## src/rtl/ext_pkg.sv

```systemverilog
// Shared encodings and widths for the immediate extender, decoder and ALU operand mux.
package ext_pkg;

  localparam int IMM_W  = 16;
  localparam int WORD_W = 32;

  typedef enum logic [1:0] {
    EXT_ZERO = 2'b00,
    EXT_SIGN = 2'b01,
    EXT_LUI  = 2'b10,
    EXT_RSVD = 2'b11
  } ext_op_e;

endpackage

```

## src/rtl/ext_core.sv

```systemverilog
// Combinational extension select: widens the instruction immediate according to ExtOp.
module ext_core
  import ext_pkg::*;
#(
  parameter int IN_W  = IMM_W,
  parameter int OUT_W = WORD_W
) (
  input  logic [IN_W-1:0]  imm16,
  input  logic [1:0]       ExtOp,
  output logic [OUT_W-1:0] next_imm32
);

  // The reserved encoding falls into the default arm, so it behaves as zero-extend.
  always_comb begin
    next_imm32 = {{(OUT_W-IN_W){1'b0}}, imm16};
    case (ExtOp)
      EXT_SIGN: next_imm32 = {{(OUT_W-IN_W){imm16[IN_W-1]}}, imm16};
      EXT_LUI:  next_imm32 = {imm16, {(OUT_W-IN_W){1'b0}}};
      default:  next_imm32 = {{(OUT_W-IN_W){1'b0}}, imm16};
    endcase
  end

endmodule

```

## src/rtl/ext.sv

```systemverilog
// Registered 16-to-32-bit immediate extender for the decode/execute boundary.
module ext
  import ext_pkg::*;
#(
  parameter int IN_W  = IMM_W,
  parameter int OUT_W = WORD_W
) (
  input  logic             clk,
  input  logic             rst,
  input  logic [IN_W-1:0]  imm16,
  output logic [OUT_W-1:0] imm32,
  input  logic [1:0]       ExtOp
);

  logic [OUT_W-1:0] next_imm32;

  // Load-upper places the immediate exactly in the high half, so the widths must pair up.
  if (OUT_W != 2*IN_W) begin : g_width_check
    $error("ext: OUT_W must equal 2*IN_W");
  end

  ext_core #(
    .IN_W (IN_W),
    .OUT_W(OUT_W)
  ) u_core (
    .imm16     (imm16),
    .ExtOp     (ExtOp),
    .next_imm32(next_imm32)
  );

  always_ff @(posedge clk or posedge rst) begin
    if (rst) imm32 <= '0;
    else     imm32 <= next_imm32;
  end

endmodule

```

## config.mk

```make
export PLATFORM = sky130hd
export DESIGN_NAME = ext
export DESIGN_NICKNAME = d
export VERILOG_FILES = /design/src/rtl/ext_pkg.sv /design/src/rtl/ext_core.sv /design/src/rtl/ext.sv
export SDC_FILE = /design/constraint.sdc
export NUM_CORES = 1
export LEC_CHECK = 0
export CORE_ASPECT_RATIO = 0.75
export CORE_UTILIZATION = 40
export DETAILED_ROUTE_END_ITERATION = 16
export PLACE_DENSITY = 0.9
export SYNTH_ARGS = -nofsm -noshare
export SYNTH_HDL_FRONTEND = slang
export SYNTH_HIERARCHICAL = 1
export SYNTH_SLANG_ARGS = --single-unit
```

## constraint.sdc

```tcl
create_clock -name clk -period 1.2 [get_ports clk]
set_input_delay 0.24 -clock clk [delete_from_list [all_inputs] [get_ports clk]]
set_output_delay 0.24 -clock clk [all_outputs]
set_load 0.02 [all_outputs]
```

; Word-level counts from Yosys, hierarchy flattened
; Cells that the tools add are included.
[op_classes]
n_eq_ne = 2
mux = 1
[ops]
columns = op, count
row1 = $pmux 32 s2, 1
row2 = $eq 2x1->1 const B, 1
row3 = $eq 2x2->1 const B, 1
[word_totals]
inputBits = 20
output_inout_bits = 32
wordCells = 4
register_bits = 32

; Depth between registers and ports, before layout
; Gate-level depths: netlist of the first run.
[logic_depth]
ltp_word = 2
mapped_depth = 6
mapped_depth_nobuf = 4

; Cells and area by module
; Netlist of the first run, hierarchy kept.
[by_module_without_submodules]
columns = mod, cells_each, area_each_um2, instances
row1 = ext, 33, 804.5, 1
row2 = ext_core, 60, 337.8, 1

; Least setup slack after synthesis of the first run
; No wires, ideal clock.
[synth_path]
path_type = input to register
from = input ExtOp[0]
to = register imm32[0]
arrival_time_ns = 1.035
stages = 6
path_slack_ns = 0.047
setup_ns = 0.118
cell_sequence = inv_1 > ha_1 > buf_2 > nor2_4 > buf_6 > nor2b_1
[synth_via]
elab_chain_cells = 2
elab_cells_between_ends = 3
classes_between = eq/ne: 2 / mux: 1
[synth_rtl]
columns = element, line_no
row1 = from (decl), ext.sv:12  ; input logic [1:0] ExtOp
row2 = $eq 2x2->1 / $eq 2x1->1 (equally long branches), ext_core.sv:16  ; case (ExtOp)
row3 = $pmux 32 s2 *, ext_core.sv:16
row4 = via next_imm32[0], ext.sv:15  ; logic [OUT_W-1:0] next_imm32;
row5 = to (signal assigned), ext.sv:33  ; else imm32 <= next_imm32;
row6 = to (decl), ext.sv:11  ; output logic [OUT_W-1:0] imm32,
; Mark *: on every way through the listed nets, which the timed path passes. The rest lies on a longest branch.

; Final worst setup path of the first run
[layout_path]
from = register imm32[21]
to = output imm32[21]
; No word-level cell between the ends.

==> qor.yml, run 1 <==
worst_setup_path:
  max_stage_delay_ns: 0.37
  arrival_ns: 0.94
  endpoint_kind: "primary output"
  crit_fanout: 1
  cp_slowest_cell: "dfrtp_1"
  required_ns: 0.96
  path_buf_inv: 1
  startpoint_type: "flip-flop"
  worstPathCellList: "clkdlybuf4s15_1"
  crit_type: "flip-flop to primary output"
  critPathTopFamily: "flip-flops"
floorplanning:
  die_h_um: 48.28
  die_w_um: 63.71
  fp.coreArea_um2: 2663
  die_area_um2: 3076
  rows: 16
  start_util_pct: 42.90
  io_pins: 52
sta:
  rsz0062_at_grt: "no"
  whs_ns: 0.2910
  setup_tns_ns: 0
  setup-violations-final: 0
  timing_hold_violations_final: 0
  finalCritPeriodShare_pct: 97.96
  maxSlewHeadroom_pct: 85.42
  clock.fmax_ghz: 0.8507
  final.min_clock_period_ns: 1.176
  tightest_slew_ns: 0.2196
  drv_slew: 0
yosys:
  synthesis.nets: 115
  ys.flop_type: "dfrtp_1"
  yosysSeqAreaShare_pct: 70.10
  synth_top_cell_by_area: "dfrtp_1"
  synth_top_area_share_pct: 70.10
  syn_area_per_cell_um2: 12.28
  synth_edf_count: 0
  syn_inst: 93
  synth_area_leaders: "dfrtp_1 (70%), nor2b_1 (8.8%), a21oi_1 (6.6%)"
  yosysUniqueCellTypes: 14
  yosys.cell_count.top_type: "dfrtp_1"
  ys_seq_elements: 32
  syn-cell-area_um2: 1142
  ys_warn_count: 6
  yosys-top-cells-count: "dfrtp_1 (32), nor2b_1 (16), a21oi_1 (15), nand2_1 (15), inv_1 (3)"
  synthArstFlopShare_pct: 100.0
final_layout:
  final_cells: 190
  drive_gt1_share_pct: 18.83
  area_delta_synth_final_pct: 57.61
  largest_reg_flops: 32
  largest-register: "imm32"
  nets: 175
  largestRegisters: "imm32 (32)"
  n_antenna_cell: 0
grt:
  grt_max_degree: 33
  grt_pass1_wl_um: 4084
  grt_pass1_vias: 895
  grtUsageTotal_pct: 19.08
  grt-ovfl-total: 0
  grt_antenna_before_repair: 0
status:
  status: "completed"
pwr:
  p_per_area_nw_per_um2: 1373
  leakage_nw: 0.8566
  ir_worst_vdd_v: 0.0009128
drt:
  first_iter_violations: 36
  drc_errors: 0
  ant_nets: 0
  vias: 883
  drt_wl_total_um: 2628
  viasPerCell: 4.647
  routedWlPerCell_um: 13.83
  dr.pass1.iters: 4
run:
  cap_violations: 0
worst_hold_path:
  hp-class: "input pin to asynchronous set/reset pin"
placed_design:
  gp_congestion: 0.7278
  io_buffer_count: 51
  dpl.hpwl_um: 1945
  post-place-cells: 182
clock_tree:
  clock_sinks: 32
  cts-root-buf: "clkbuf_8"
  cts_buffers: 5
  cts_buffer_depth: 2
  path_clk_slew_ns: 0.06
  ctsHtreeMaxLevel: 2
  cts_tree: "built"
## where the power goes
| group | internal, mW | switching (mW) | leakage [nW] |
|---|---|---|---|
| Combinational | 0.213 | 0.255 | 0.394 |
| Clock | 0.467 | 0.361 | 0.0455 |
| Sequential | 1.15 | 0.0221 | 0.417 |
| Total | 1.83 | 0.638 | 0.857 |
## metal layers
metal	vias up	GRT usage, %	wire length [um]
met3	5	4.206	112
met4	0	14.55	49
met1	436	22.02	1159
met2	31	33.19	1306
met5	-	0	0
li1	411	-	-
## cells by family (layout without fill, tap and decap cells)
| family | after synthesis | in the layout | synth area share, % |
|---|---|---|---|
| and+or+nand+nor | 35 | 35 | 16.21 |
| AOI/OAI and AO/OA | 15 | 15 | 6.572 |
| buffers and inverters | 9 | 70 | 4.928 |
| DFF | 32 | 32 | 70.10 |
| adders and majority gates | 2 | 2 | 2.190 |
## worst paths after layout
path | start | end | slack (ns) | cells past startpoint
min in group clk | imm16[10] | imm32[26] | 0.53 | 3
max in group asynchronous | rst | imm32[20] | 0.74 | 3
worst min-delay path | rst | imm32[13] | 0.29 | 3
worst max-delay path | imm32[21] | imm32[21] | 0.02 | 1
## stage by stage
step	cell area (um2)	util (%)	setup slack, ns	power [mW]
final	1800	67.62	0.02449	2.472
after global routing	1800	67.62	0.00005018	2.571
after CTS	1834	68.89	0.0002588	2.491
after detailed placement	1738	65.27	-0.4460	1.706
after global placement	1738	65.27	-0.3919	1.691
after floorplan	1142	-	0.04734	1.419
## what timing repair did
item | 4_1_cts | 5_1_grt
hold buffers | 0 | 0
buffers inserted | 0 | 0
endpoints found under the setup margin | 64 | 23
endpoints found under the hold margin | 0 | 0
gates resized for setup | 57 | 23
## cells in the final DEF, fill, tap and decap left out, types with 2 or more instances in the layout
cell type        instances
a21oi_1                 15
buf_12                   2
buf_4                    6
clkbuf_1                 2
clkbuf_2                10
clkbuf_8                 6
clkdlybuf4s15_1         22
clkdlybuf4s50_1         17
dfrtp_1                 32
dlygate4sd2_1            2
inv_1                    3
nand2_1                 15
nor2b_1                 16
## final cells by class
class | count | area (um2)
Clock buffer | 8 | 90.09
Fill cell | 179 | 862.1
Inverter | 3 | 11.26
Multi-Input combinational cell | 52 | 310.3
Sequential cell | 32 | 800.8
Tap cell | 36 | 45.04
Timing Repair Buffer | 59 | 543.0
(Power assumes the default switching activity.)
==> run 2, diff against run 1 <==
- CORE_UTILIZATION: 40 -> 36
- PLACE_DENSITY: 0.9 -> 0.86
- SYNTH_HIERARCHICAL: 1 -> unset
- clock period: 1.2 -> 1 ns (I/O delays scaled with it)
==> qor.yml, run 2 <==
placed_design:
  dpl.hpwl_um: 1983  # +2.0%
  io_buffer_count: 51  # unchanged
  placed_cell_area_um2: 1735  # -0.14%
  place_ws_ns: -0.5092  # -0.06316 ns
  gp_congestion: 0.7541  # +3.6%
  post-place-cells: 180  # -1.1%
floorplanning:
  start_util_pct: 38.36  # -4.5 points
  rows: 17  # +1
  die_area_um2: 3405  # +11%
  die_h_um: 50.79  # +5.2%
  fp.coreArea_um2: 2978  # +12%
  die_w_um: 67.05  # +5.2%
  io_pins: 52  # unchanged
clock_tree:
  cts_tree: "built"
  cts_buffer_depth: 2  # unchanged
  path_clk_slew_ns: 0.06  # about the same
  hold_buffers: 0  # unchanged
  cts_buffers: 5  # unchanged
  clock_sinks: 32  # unchanged
  ctsHtreeMaxLevel: 2  # unchanged
  cts-root-buf: "clkbuf_8"
grt:
  grt-ovfl-total: 0  # unchanged
  grt_pass1_wl_um: 4347  # +6.4%
  grt_pass1_vias: 891  # -0.45%
  grt_max_degree: 33  # unchanged
  grt_antenna_before_repair: 0  # unchanged
  grtUsageTotal_pct: 18.25  # -0.83 points
drt:
  dr.pass1.iters: 4  # unchanged
  ant_nets: 0  # unchanged
  routedWlPerCell_um: 14.33  # +3.6%
  vias: 863  # -2.3%
  viasPerCell: 4.542  # -2.3%
  first_iter_violations: 14  # -61%
  drt_wl_total_um: 2722  # +3.6%
  drc_errors: 0  # unchanged
sta:
  maxSlewHeadroom_pct: 87.72  # +2.3 points
  tightest_slew_ns: 0.1839  # -0.03572 ns
  timing_hold_violations_final: 0  # unchanged
  whs_ns: 0.2552  # -0.03576 ns
  final.min_clock_period_ns: 0.9957
  setup_ws_ns: 0.004310  # -0.02018 ns
  clock.fmax_ghz: 1.004
  finalCritPeriodShare_pct: 99.57
  setup-violations-final: 0  # unchanged
  rsz0062_at_grt: "yes"
  drv_slew: 0  # unchanged
yosys:
  synthArstFlopShare_pct: 100.0  # unchanged
  synth_top_cell_by_area: "dfrtp_1"
  syn_area_per_cell_um2: 12.28  # unchanged
  ys_seq_elements: 32  # unchanged
  syn_inst: 93  # unchanged
  yosysSeqAreaShare_pct: 70.10  # unchanged
  synthesis.nets: 115  # unchanged
  ys.flop_type: "dfrtp_1"
  yosysUniqueCellTypes: 14  # unchanged
  yosys.cell_count.top_type: "dfrtp_1"
  yosys-top-cells-count: "dfrtp_1 (32), nor2b_1 (16), a21oi_1 (15), nand2_1 (15), inv_1 (3)"
  synth_edf_count: 0  # unchanged
  ys_warn_count: 0  # -6
  synth_area_leaders: "dfrtp_1 (70%), nor2b_1 (8.8%), a21oi_1 (6.6%)"
  syn-cell-area_um2: 1142  # unchanged
  synth_top_area_share_pct: 70.10  # unchanged
worst_setup_path:
  endpoint_kind: "primary output"
  required_ns: 0.80  # -0.16 ns
  critPathTopFamily: "flip-flops"
  path_buf_inv: 1  # unchanged
  cp_slowest_cell: "dfrtp_1"
  crit_type: "flip-flop to primary output"
  startpoint_type: "flip-flop"
  worstPathCellList: "buf_6"
  crit_fanout: 1  # unchanged
  max_stage_delay_ns: 0.39  # +0.02 ns
  arrival_ns: 0.80  # -0.14 ns
final_layout:
  final_cells: 190  # unchanged
  largest-register: "imm32"
  final_common_cell: "buf_6"
  n_antenna_cell: 0  # unchanged
  area_delta_synth_final_pct: 69.99
  layout_common_cells: "buf_6 (33), dfrtp_1 (32), clkdlybuf4s50_1 (17)"
  largest_reg_flops: 32  # unchanged
  drive_gt1_share_pct: 38.16  # +19 points
  largestRegisters: "imm32 (32)"
  stdcell_area_um2: 1942  # +7.9%
  nets: 173  # -1.1%
run:
  cap_violations: 0  # unchanged
worst_hold_path:
  hp-class: "input pin to asynchronous set/reset pin"
status:
  status: "completed"
pwr:
  leakage_nw: 0.9276  # +8.3%
  power_mw: 3.270  # +32%
  ir_worst_vdd_v: 0.001007  # +10%
  p_per_area_nw_per_um2: 1684  # +23%
-- run 2: cell types whose count changed in the layout (fill, tap and decap cells not counted), sizes merged --
cell | before | now
clkbuf | 18 | 6
dlygate4sd2 | 2 | 0
clkinv | 0 | 1
clkdlybuf4s15 | 22 | 2
bufinv | 0 | 1
buf | 8 | 38
-- run 2: per-layer routing --
layer  track usage, %  vias to the layer above  share of wire, %
li1                 -                      405                 -
met1            22.45                      428                40
met2            29.83                       26                55
met3            3.636                        4               3.8
met4            9.929                        0               1.3
met5                0                        -                 0
-- run 2: power breakdown --
| part | internal (mW) | switching (mW) |
|---|---|---|
| combinational | 0.354 | 0.324 |
| sequential | 1.39 | 0.0439 |
| clock | 0.738 | 0.424 |
-- run 2: kinds of logic (layout without fill, tap and decap cells) --
kind of cell    Yosys count  after routing  share of synthesized area (%)
compound gates           15             15                          6.572
flops                    32             32                          70.10
fa+ha+maj                 2              2                          2.190
buf+inv                   9             68                          4.928
simple gates             35             35                          16.21
-- run 2: path summary, 6_finish.rpt --
| check | startpoint | cells after the start | end |
|---|---|---|---|
| max | imm32[5] | 1 | imm32[5] |
| min | rst | 3 | imm32[7] |
| max in group asynchronous | rst | 3 | imm32[17] |
| min in group clk | imm16[4] | 3 | imm32[20] |
-- run 2: stage by stage --
step,TNS (ns),utilization [%]
finish,0,65.21
global route,-0.2386,65.21
CTS,-0.005816,62.18
detailed placement,-18.03,58.28
global placement,-16.93,58.28
floorplan,0,-
-- run 2: area by class of cell --
type	instances	area [um2]
Fill cell	213	1036
Sequential cell	32	800.8
Timing Repair Buffer	57	635.6
Inverter	3	11.26
Tap cell	38	47.55
Multi-Input combinational cell	52	339.1
Clock buffer	6	72.57
Clock inverter	2	35.03
-- run 2: timing repair --
action / 4_1_cts / 5_1_grt
pin swaps: 2 / 2
gates cloned: 1 / 0
setup endpoints to repair: 64 / 42
resized for setup: 165 / 44
buffers inserted: 3 / 0
==> edit 1: new RTL, flow settings as in run 1 <==
Reset style: synchronous (`rst`), changed in one clocked block.
--- a/src/rtl/ext.sv
+++ b/src/rtl/ext.sv
@@ -28,7 +28,7 @@
     .next_imm32(next_imm32)
   );
 
-  always_ff @(posedge clk or posedge rst) begin
+  always_ff @(posedge clk) begin
     if (rst) imm32 <= '0;
     else     imm32 <= next_imm32;
   end
Function: differs if rst is asserted again (counterexample within 4 cycles, from zero or initial values and one cycle with rst high); with rst held inactive, the same outputs for 10 cycles.
==> edit 1 against run 1 <==
  * Synthesized cell count grew 37%
  * Cell count grew 14%
  * Routed wire length grew 12%
  * Power shrank 3.0%
  * Worst setup slack is essentially flat
  * Sequential power shrank 4%
  * Die area grew 5.0%
  * Synthesized area grew 5.1%
  * Combinational power shrank 7.3%
  * Sequential cell count is the same
  * Design area grew 2.7%
  * Largest power group unchanged
==> edit 1: results (changes against run 1) <==
- Hold_buf cts: 0 (unchanged)
- Vias in the first global route: 953 (+6.5%)
- Share of cells above drive strength 1: 0.0939 (-0.0944)
- Largest cells by area after synthesis: dfxtp_1 53%, nor2b_1 25%, a21oi_1 6.3%
- Register area share after synthesis: 0.533 (-0.168)
- Worst rel slew slack: 0.819 (-0.0350)
- Slowest CP cell: dlygate4sd2_1
- Nets: 202 (+15%)
- Post-CTS Setup Repair Bufs: 0 (unchanged)
- Total GRT Usage: 0.203 (+0.0125)
- Asr flop ratio synth: 0 (-1.00)
- Sw Ratio: 0.252 (-0.00646)
- Hold Violations, Final: 0 (unchanged)
- Maximum VDD drop: 0.507 mV (-44%)
- First-pass GRT wire length: 4630 um (+13%)
- DP Wirelength: 2010 um (+3.5%)
- Largest net degree at the start of global routing: 33 (unchanged)
- Net Count, Synth: 149 (+30%)
- Reg clk slew, reported paths: 60 ps (about the same)
- Yosys warns: 6 (unchanged)
- Layout fillers: 201 (+12%)
- CP top delay family: buffers and inverters
- Placer Congestion: 0.775 (+6.4%)
- Starting DRC count in detailed routing: 58 (+61%)
- Slowest stage delay, CP: 340 ps (-30 ps)
- Vias: 1013 (+15%)
- CP max FO: 1 (unchanged)
- Largest registers: imm32: 32 flops
- Status: finished, final reports clean
- Routed len/inst: 13.5 um (-2.1%)
- Synth cell count leaders: 48 x nor2b_1, 32 x dfxtp_1, 15 x a21oi_1, 15 x nand2_1, 4 x buf_4
- TritonRoute pass-1 iters: 4 (unchanged)
- CTS Buf Count: 5 (unchanged)
- Hold Crit Class: primary input to flop
- Static Leak: 0.817 nW (-4.6%)
- Port Buffer Count: 51 (unchanged)
- Worst slack at placement: -551 ps (-105 ps)
==> edit 1: worst paths after layout <==
check	startpoint	end	slack, ps	cells past startpoint
setup / recovery	imm32[10]$_SDFF_PP0_	imm32[10]	20	1
hold / removal	ExtOp[1]	imm32[31]$_SDFF_PP0_	630	4
==> edit 1: final cells by class <==
cell class	count	area [um2]	area share
multi-input combinational	84	529	0.286
timing repair buffer	55	537	0.290
clock buffer	8	90.1	0.0487
inverter	2	7.51	0.00406
tap	36	45.0	0.0244
sequential	32	641	0.346
==> edit 1: what timing repair did <==
| item | 4_1_cts | 5_1_grt |
|---|---|---|
| cloned | 0 | 0 |
| gates resized for setup | 42 | 9 |
| endpoints found under the setup margin | 64 | 9 |
==> edit 1: per-layer routing <==
| layer | vias to the layer above | wire length (um) | GRT usage |
|---|---|---|---|
| met5 | - | 0 | 0 |
| met4 | 0 | 42 | 0.109 |
| met3 | 5 | 193 | 0.0671 |
| met2 | 40 | 1460 | 0.332 |
| met1 | 471 | 1240 | 0.235 |
| li1 | 497 | - | - |
==> edit 1: cell families (layout without fill, tap and decap cells) <==
kind of cell,Yosys count,count (layout),synth area share
and+or+nand+nor,67,67,0.321
DFF,32,32,0.533
AOI/OAI and AO/OA,15,15,0.0625
buffers and inverters,11,65,0.0625
adders and majority gates,2,2,0.0208
==> edit 1: power by group through the flow <==
stage | Sequential (W) | Clock, W | Combinational (W)
after detailed placement | 0.00115 | 0 | 0.000439
after CTS | 0.00113 | 0.000844 | 0.000427
final | 0.00113 | 0.000836 | 0.000434
after global routing | 0.00113 | 0.000900 | 0.000464
after floorplan | 0.00122 | 0 | 0.000165
after global placement | 0.00115 | 0 | 0.000429
==> edit 1: stage by stage <==
stage          std cells  area [um2]  setup TNS (ps)
5_1_grt              217        1850               0
6_report             217        1850               0
3_3_place_gp         209        1740          -13850
3_5_place_dp         209        1740          -15340
4_1_cts              217        1840               0
2_1_floorplan        127        1210               0
==> edit 2: new RTL, settings of run 1 <==
Without the edit above. Register the inputs `imm16` and `ExtOp` before use, cleared by the reset. The logic sees them one clock later. Comments in the files are not updated.
--- a/src/rtl/ext.sv
+++ b/src/rtl/ext.sv
@@ -12,6 +12,19 @@
   input  logic [1:0]       ExtOp
 );
 
+  logic [IN_W-1:0] imm16_q;
+  logic [1:0] ExtOp_q;
+
+  always_ff @(posedge clk or posedge rst) begin
+    if (rst) begin
+      imm16_q <= '0;
+      ExtOp_q <= '0;
+    end else begin
+      imm16_q <= imm16;
+      ExtOp_q <= ExtOp;
+    end
+  end
+
   logic [OUT_W-1:0] next_imm32;
 
   // Load-upper places the immediate exactly in the high half, so the widths must pair up.
@@ -23,8 +36,8 @@
     .IN_W (IN_W),
     .OUT_W(OUT_W)
   ) u_core (
-    .imm16     (imm16),
-    .ExtOp     (ExtOp),
+    .imm16     (imm16_q),
+    .ExtOp     (ExtOp_q),
     .next_imm32(next_imm32)
   );
 
Function: changed (a bounded check fails within 4 cycles, from zero or initial values and one cycle with rst high).
==> edit 2 against run 1 <==
  * Routed wire length up 15%
  * Design area up 24%
  * Cell count up 17%
  * Worst setup slack better by 12 ps
  * Sequential cell count up 18
  * Fmax up 1.0%
  * First-iteration DRC count up 47%
  * Sequential share of layout area up 11 points
  * Power up 38%
  * Clock power up 35%
  * Synthesized area up 39%
  * Synthesized cell count up 19%
  * Global-route usage down 3.6 points
  * Largest power group unchanged
  * Highest routed layer unchanged
==> edit 2: results (changes against run 1) <==
- Placer Congestion: 0.723 (-0.62%)
- Layout Cells excl Fill: 223 (+17%)
- Layout fillers: 297 (+66%)
- Placed cell area: 2210 um2 (+27%)
- Netlist cell types: 14 (unchanged)
- DP Wirelength: 2090 um (+7.7%)
- Synth cell count leaders: 50 x dfrtp_1, 16 x nor2b_1, 15 x a21oi_1, 15 x nand2_1, 3 x inv_1
- Critical Path AT: 920 ps (-20 ps)
- Pin slew with the least headroom to its limit: 266 ps (+46.5 ps)
- Syn Inst Count: 111 (+19%)
- Setup Skew: 4.10 ps
- Worst-skew pair later-pin latency: 290 ps
- Share of cells above drive strength 1: 0.292 (+0.104)
- Total GRT Usage: 0.154 (-0.0363)
- Worst slack at placement: -17.3 ps (+429 ps)
- Reg clk slew, reported paths: 80 ps (+20 ps)
- Largest net degree at the start of global routing: 26 (-21%)
- Starting DRC count in detailed routing: 53 (+47%)
- Largest cells by area after synthesis: dfrtp_1 79%, nor2b_1 6.3%, a21oi_1 4.7%
- Hold Crit Class: primary input to async pin
- CTS Buf Count: 5 (unchanged)
- Maximum VDD drop: 1.15 mV (+26%)
- Synth Flop Type: dfrtp_1
- Vias: 982 (+11%)
- First-pass GRT wire length: 4600 um (+13%)
- Placed cell count: 214 (+18%)
- Status: finished, final reports clean
- Max Buffers Root-to-Sink: 2 (unchanged)
- Register area share after synthesis: 0.786 (+0.0846)
- CTS root buffer: clkbuf_8
- Initial antenna violation count: 0 (unchanged)
- Port Buffer Count: 51 (unchanged)
- Net Count, Synth: 133 (+16%)
- Total wire length: 3010 um (+15%)
- Vias in the first global route: 1035 (+16%)
- Static Leak: 1.06 nW (+24%)
- Asr flop ratio synth: 1.00 (unchanged)
- Largest registers: imm32: 32 flops, imm16_q: 16 flops, ExtOp_q: 2 flops
- Nets: 192 (+9.7%)
[edit 2: cell count changes after synthesis, sizes merged]
cell / change
dfrtp: +18
[edit 2: path summary, 6_finish.rpt]
kind / slack [ps] / to / depth (start not counted) / start
setup / recovery: 40 / imm32[22] / 1 / imm32[22]$_DFF_PP0_
hold / removal: 250 / imm32[3]$_DFF_PP0_ / 2 / rst
setup reg to reg: 60 / imm32[7]$_DFF_PP0_ / 5 / ExtOp_q[0]$_DFF_PP0_
hold reg to reg: 500 / imm32[8]$_DFF_PP0_ / 1 / imm16_q[8]$_DFF_PP0_
max in group asynchronous: 570 / imm32[14]$_DFF_PP0_ / 3 / rst
min in group clk: 380 / imm16_q[3]$_DFF_PP0_ / 1 / imm16[3]
[edit 2: power by group]
part           internal, W  switching (W)  total (W)  leakage [nW]
clock             0.000623       0.000500    0.00112        0.0524
sequential         0.00179      0.0000362    0.00182         0.627
combinational     0.000199       0.000258   0.000457         0.382
[edit 2: layout make-up]
class                           count  area (um2)  area share
Clock buffer                        7        76.3      0.0341
Sequential cell                    50        1250       0.558
Inverter                            3        15.0     0.00670
Tap cell                           52        65.1      0.0290
Clock inverter                      1        30.0      0.0134
Multi-Input combinational cell     52         315       0.141
Timing Repair Buffer               58         488       0.218
[edit 2: kinds of logic (layout without fill, tap and decap cells)]
| family | after synthesis | count (layout) | synth area share |
|---|---|---|---|
| AO/OA/AOI/OAI | 15 | 15 | 0.0471 |
| adder cells (fa/ha/maj) | 2 | 2 | 0.0157 |
| buffers and inverters | 9 | 69 | 0.0353 |
| AND/OR/NAND/NOR | 35 | 35 | 0.116 |
| flip-flops | 50 | 50 | 0.786 |
[edit 2: per-layer routing]
layer	wire length, um	vias up	share of wire	global-route usage
li1	-	464	-	-
met2	1590	35	0.53	0.261
met5	0	-	0	0
met4	58	0	0.019	0.0728
met1	1210	476	0.40	0.176
met3	158	7	0.052	0.0485
[edit 2: repair_timing]
action,4_1_cts,5_1_grt
pin swaps,0,0
resized for setup,76,26
buffers inserted,0,1
setup endpoints to repair,40,31
hold endpoints to repair,0,0
[edit 2: per-stage QoR]
step / TNS [ps] / power (W)
6_report: 0 / 0.00340
5_1_grt: 0 / 0.00356
4_1_cts: 0 / 0.00346
3_5_place_dp: -17.3 / 0.00237
3_3_place_gp: 0 / 0.00235
2_1_floorplan: -187 / 0.00209
